===== src/rtl/hash_out_serializer.sv =====
// rtl/hash_out_serializer.sv - buffers final hashes in a circular FIFO and serializes them into AXI-width words
module hash_out_serializer #(
    parameter int DECODE_WIDTH   = 256,
    parameter int AXI_DATA_WIDTH = 32,
    parameter int FIFO_DEPTH     = 16
) (
    input  logic                          clk,
    input  logic                          rst,
    input  logic                          clr,
    input  logic [DECODE_WIDTH-1:0]       din,
    input  logic                          din_wr_en,
    output logic                          din_full,
    input  logic                          rd_req,
    output logic [AXI_DATA_WIDTH-1:0]     rd_data,
    output logic                          rd_vld,
    output logic                          rd_last,
    output logic [$clog2(FIFO_DEPTH):0]   level,
    output logic                          overflow,
    output logic [31:0]                   hash_count
);
    localparam int WORDS = DECODE_WIDTH / AXI_DATA_WIDTH;
    localparam int PW    = $clog2(FIFO_DEPTH);
    localparam int LW    = PW + 1;
    localparam int IW    = (WORDS > 1) ? $clog2(WORDS) : 1;

    typedef enum logic {EMPTY, AVAIL} state_t;

    logic [DECODE_WIDTH-1:0] mem [FIFO_DEPTH];
    logic [PW-1:0]           wr_ptr, rd_ptr;
    logic [IW-1:0]           word_idx;
    state_t                  state, state_n;
    logic                    wr_acc, pop, pop_last;
    logic [LW-1:0]           level_n;
    logic [DECODE_WIDTH-1:0] head;

    assign din_full = (level == LW'(FIFO_DEPTH));
    assign head     = mem[rd_ptr];

    always_comb begin
        wr_acc   = din_wr_en && !din_full;
        pop      = (state == AVAIL) && rd_req;
        pop_last = pop && (word_idx == IW'(WORDS - 1));
        level_n  = level;
        if (wr_acc && !pop_last)
            level_n = level + LW'(1);
        else if (!wr_acc && pop_last)
            level_n = level - LW'(1);
        state_n = (level_n != '0) ? AVAIL : EMPTY;
    end

    // Storage carries no reset; validity is tracked entirely by the pointers and level.
    always_ff @(posedge clk) begin
        if (wr_acc && !rst && !clr)
            mem[wr_ptr] <= din;
    end

    always_ff @(posedge clk) begin
        if (rst) begin
            state      <= EMPTY;
            level      <= '0;
            wr_ptr     <= '0;
            rd_ptr     <= '0;
            word_idx   <= '0;
            rd_data    <= '0;
            rd_vld     <= 1'b0;
            rd_last    <= 1'b0;
            overflow   <= 1'b0;
            hash_count <= '0;
        end else if (clr) begin
            state    <= EMPTY;
            level    <= '0;
            wr_ptr   <= '0;
            rd_ptr   <= '0;
            word_idx <= '0;
            rd_data  <= '0;
            rd_vld   <= 1'b0;
            rd_last  <= 1'b0;
            overflow <= 1'b0;
        end else begin
            state   <= state_n;
            level   <= level_n;
            rd_vld  <= pop;
            rd_last <= pop_last;
            if (pop) begin
                rd_data  <= head[word_idx*AXI_DATA_WIDTH +: AXI_DATA_WIDTH];
                word_idx <= pop_last ? '0 : word_idx + IW'(1);
            end
            if (pop_last)
                rd_ptr <= rd_ptr + PW'(1);
            if (wr_acc) begin
                wr_ptr     <= wr_ptr + PW'(1);
                hash_count <= hash_count + 32'd1;
            end
            if (din_wr_en && din_full)
                overflow <= 1'b1;
        end
    end
endmodule


===== config.mk =====
export PLATFORM = sky130hd
export DESIGN_NAME = hash_out_serializer
export DESIGN_NICKNAME = d
export VERILOG_FILES = /design/src/rtl/hash_out_serializer.sv
export SDC_FILE = /design/constraint.sdc
export NUM_CORES = 2
export LEC_CHECK = 0
export CAP_MARGIN = 20
export CORE_UTILIZATION = 50
export DETAILED_ROUTE_END_ITERATION = 8
export PLACE_DENSITY = 0.78
export SLEW_MARGIN = 10
export SYNTH_ARGS = -nofsm -noshare
export SYNTH_HDL_FRONTEND = slang
export SYNTH_SLANG_ARGS = --single-unit

===== constraint.sdc =====
create_clock -name clk -period 25.5 [get_ports clk]
set_input_delay 5.1 -clock clk [delete_from_list [all_inputs] [get_ports clk]]
set_output_delay 5.1 -clock clk [all_outputs]
set_load 0.005 [all_outputs]

; Word level (Yosys, flattened, before mapping)
; Memories as Yosys holds them, arrays and structs flattened. A register that Yosys moved wholly into a read port is not among the register bits.
; Cells that the tools add are included.
[totals]
ff_bits = 84
mem_bits_rw = 4096
output_inout_bits = 73
word_cells = 45
memories = 1
[classes]
addsub = 6
eq_ne = 2
n_shift = 1
mux = 8
n_bitwise = 1
n_reduce_logical = 16
[memory_table]
columns = name, words, width, read_ports, rd_ports_with_merged_regs, write_ports, line_no
row1 = mem, 16, 256, 1, 1, 1, 28  ; logic [DECODE_WIDTH-1:0] mem [FIFO_DEPTH];
[op_table]
columns = op, n
row1 = variable part select 256 x 9 -> 32 bit, 1
row2 = "adder 32 x 1 -> 32 bit, second input constant", 1
row3 = 2-to-1 mux 5 bit, 2
row4 = "adder 4 x 1 -> 4 bit, second input constant", 2
row5 = logical AND 1 bit, 8
row6 = 2-to-1 mux 4 bit, 2
row7 = "adder 5 x 1 -> 5 bit, second input constant", 1
row8 = "equality test 5 bit, second input constant", 1
row9 = zero test 1 bit, 5
row10 = nonzero test 5 bit, 1
row11 = "subtractor 5 x 1 -> 5 bit, second input constant", 1
row12 = "adder 3 x 1 -> 3 bit, second input constant", 1
row13 = "equality test 3 bit, second input constant", 1
row14 = 2-to-1 mux 1 bit, 3
row15 = 2-to-1 mux 3 bit, 1
row16 = AND reduction 2 bit, 1
row17 = OR reduction 2 bit, 1
row18 = inverter 1 bit, 1

; Depth between registers and ports, before layout
[logic_depth]
depth_word = 9
mapped_depth = 11

; Worst setup path before layout
; No wires, ideal clock.
[synth_path]
kind = input to register
startpoint = input port din_wr_en
endpoint = memory mem[3][0], enable pin
setup_ns = 1.186
t_arrival_ns = 23.094
path_slack_ns = 1.220
path_stages = 5
cell_sequence = clkbuf_1 > nand2b_1 > nor3_1 > nand2_1 > nor3_1
[synth_via]
elab_chain_cells = 5
[synth_rtl]
columns = item, line_no
row1 = start: declaration, 11  ; input logic din_wr_en,
row2 = logical AND 1 bit, 40  ; wr_acc = din_wr_en && !din_full;
row3 = logical AND 1 bit (2 in a row), 53  ; if (wr_acc && !rst && !clr)
row4 = 2-to-1 mux 1 bit, 53
row5 = 2-to-1 mux 1 bit (not written as such), 54  ; mem[wr_ptr] <= din;
row6 = end: declaration, 28
; No other way between the ends.

; Worst setup path after layout
[layout_path]
startpoint = input port din_wr_en
endpoint = memory mem[15][23], enable pin
; Same word-level chain as after synthesis.

==> results.ini <==
[global_routing]
grt_max_degree=146
antenna_found_initial=99
grt-ovfl-total=0
grt_use_total_pct=25.58
grt_pass1_vias=81040
grt_pass1_wl_mm=593.2

[sta]
setup_viol=0
finalMaxSlewViolations=0
max_freq_mhz=92.65
skew_ns=0.09873
final_hold_viol_count=0
fin_ws_ns=14.71
whs_ns=0.5068
period_needed_ns=10.79
rsz0062_at_grt=false
tns_ns=0
timing.final.crit_share_pct=42.33
relSlewSlack_pct=8.736
tightest_slew_ns=1.334

[setup_path]
r2r_cells=11
path_max_fanout=54
setup.worst_path.end_class=flop
r2r_slack_ns=18.28
worstSetupPathType=input pin to flop
r2r-start=level[0]$_SDFF_PP0_
worstPathArrival_ns=11.34
required_ns=26.05
cpMostUsedCell=buf_4
critPathLaunchType=input pin
r2r-end=mem[15][23]$_DFFE_PP_
critPathSlowestCell=nor2_4
startpoint=din_wr_en
crit_chain=clkdlybuf4s50_1 -> nand2b_1 -> nor3_1 -> nand2_1 -> nor2_4 -> buf_4 -> buf_4 -> buf_4 -> buf_4
max_stage_delay_ns=0.97

[route]
dr_total_vias=82136
drtPass1Iterations=9
drtIter0Drc=11897
drc_errors=1
wire_per_inst_um=33.25
postRouteAntennaNets=0
routed_via_density=6.493
drt_wl_total_mm=420.6

[floorplan]
pin_count=334
initial_utilization_pct=50.29
rows=207
dieArea_um2=322200
core-area_um2=318100
die_h_um=567.6
die_w_um=567.6

[synthesis]
synth.area.mux_share_pct=15.13
syn-num-nets=7890
synth_ff_type=edfxtp_1
synth_area_leader_cell=edfxtp_1
synth_top_area_share_pct=76.90
synth_xor_area_share_pct=0.1643
synth_edf_count=4096
yosys_warnings=0
ys_seq_area_share_pct=78.00
async_reset_ff_share_pct=0
synth_compound_gate_area_share_pct=3.684
yosysUniqueCellTypes=66
ys_ff_latch=4184
syn_area_um2=159900
avgSynthCellArea_um2=20.99
synth_cells=7619
yosys.area_share.simple_pct=1.513
synthTopCellsByArea=edfxtp_1 (77%), mux4_2 (9.3%), mux2i_1 (5.0%), dfxtp_1 (1.1%), mux2_2 (0.87%)
synthAdderAreaFrac_pct=0.07823
synth_top_family_by_area=multiplexers

[clock_tree]
cts_hold_buf=0
cts_setup_buffers=0
root_buffer=clkbuf_16
htree_levels=5
ctsResizeCount=0
clk_pin_slew_ns=0.06
cts_buffer_depth=4
clkLatencyLatePin_ns=0.98
cts_sinks=4184
cts_buffers=400
cts_tree=yes

[final_layout]
final_cell_mix=edfxtp_1 (4096), mux2i_1 (798), mux4_2 (658)
final_net_count=8356
drive_gt1_share_pct=18.78
final_area_um2=181200
layout_commonest_cell=edfxtp_1
area_growth_pct=13.30

[flow_run]
max_cap_violations=0

[power]
peakVddDrop_uv=56.23
leakage_nw=53.33
powerDensity_nw_per_um2=75.31

[outcome]
status=complete, but fails checks
violations=DRC

[worst_hold_path]
min_path_type=flop to flop
holdPathStages=2
min_to=overflow$_SDFFE_PP0P_
hold_start=overflow$_SDFFE_PP0P_

[placed_design]
place.detailed.hpwl_mm=243.1
portBuffers=333
post-place-ws_ns=13.81
gp_congestion=0.8694
place_area_um2=168000

routing by layer:
metal	global-route usage (%)	vias to the layer above	wire, um
li1	-	32868	-
met2	39.09	5820	195400
met5	0	-	481
met4	11.76	70	19600
met1	34.56	42451	151000
met3	6.821	927	54170
state kept, by name, summed over array words and instances (netlist names), named ones only:
register / flops
rd_vld: 1
hash_count: 32
mem: 4096
word_idx: 3
rd_ptr: 4
level: 5
rd_data: 32
rd_last: 1
wr_ptr: 4
overflow: 1
state: 1
cell families (layout without fill, tap and decap cells):
logic type | Yosys count | count (layout)
and+or+nand+nor | 492 | 492
adders and majority gates | 10 | 10
muxes | 1580 | 1580
DFF | 4184 | 4184
other | 0 | 51
AOI/OAI and AO/OA | 862 | 862
buffers and inverters | 461 | 1261
xor gates and xnor gates | 30 | 30
area by class of cell:
cell class                 instances  area [um2]
antenna                           51       127.6
timing repair buffer             505        4886
sequential                      4184      124800
tap                             4180        5230
inverter                          20       80.08
clock inverter                   223        2220
fill                           21911      136800
clock buffer                     513       10750
multi-input combinational       2974       33140
metrics by stage:
stage	instances	power, mW	util (%)
3_3_place_gp	11849	7.901	52.79
4_1_cts	12594	13.67	56.91
6_report	12650	13.65	56.98
3_5_place_dp	11858	7.916	52.83
2_1_floorplan	7619	7.756	-
5_1_grt	12625	13.95	56.96
cell usage after synthesis, types with 17 or more instances:
cell type  number
nand3_1        76
o22ai_1       187
nor3_1         49
edfxtp_1     4096
o21ai_0        70
mux2_2        124
nor2_1         63
xnor2_1        23
clkbuf_1      189
nand2_1       190
mux2i_1       798
a221oi_1       33
mux4_2        658
a21oi_1       147
o2111ai_1      31
buf_4          67
buf_1          30
a22oi_1       127
buf_2         138
dfxtp_1        88
a22o_1         54
a2111oi_0      32
o211ai_1       32
a31oi_1        32
and4_1         32
a211oi_1       82
buf_6          17
inv_1          17
where the power goes:
part           internal [mW]  leakage [nW]  switching (mW)
clock                   3.33          6.35            2.55
combinational         0.0547          9.42           0.147
sequential              7.56          37.6         0.00760
worst max path at each step:
stage                                         to  slack [ns]
final                      mem[15][23]$_DFFE_PP_       14.71
after CTS                  mem[15][87]$_DFFE_PP_       14.81
after global placement     mem[15][26]$_DFFE_PP_       13.86
after global routing       mem[15][25]$_DFFE_PP_       14.61
after detailed placement  mem[15][194]$_DFFE_PP_       13.81
after floorplan              mem[3][0]$_DFFE_PP_        1.22
critical path, delay by kind of cell:
family,cells,cell delay (ns)
buf+inv,5,3.71
simple gates,4,2.39
Note: power is estimated with default switching activity, not from simulation.
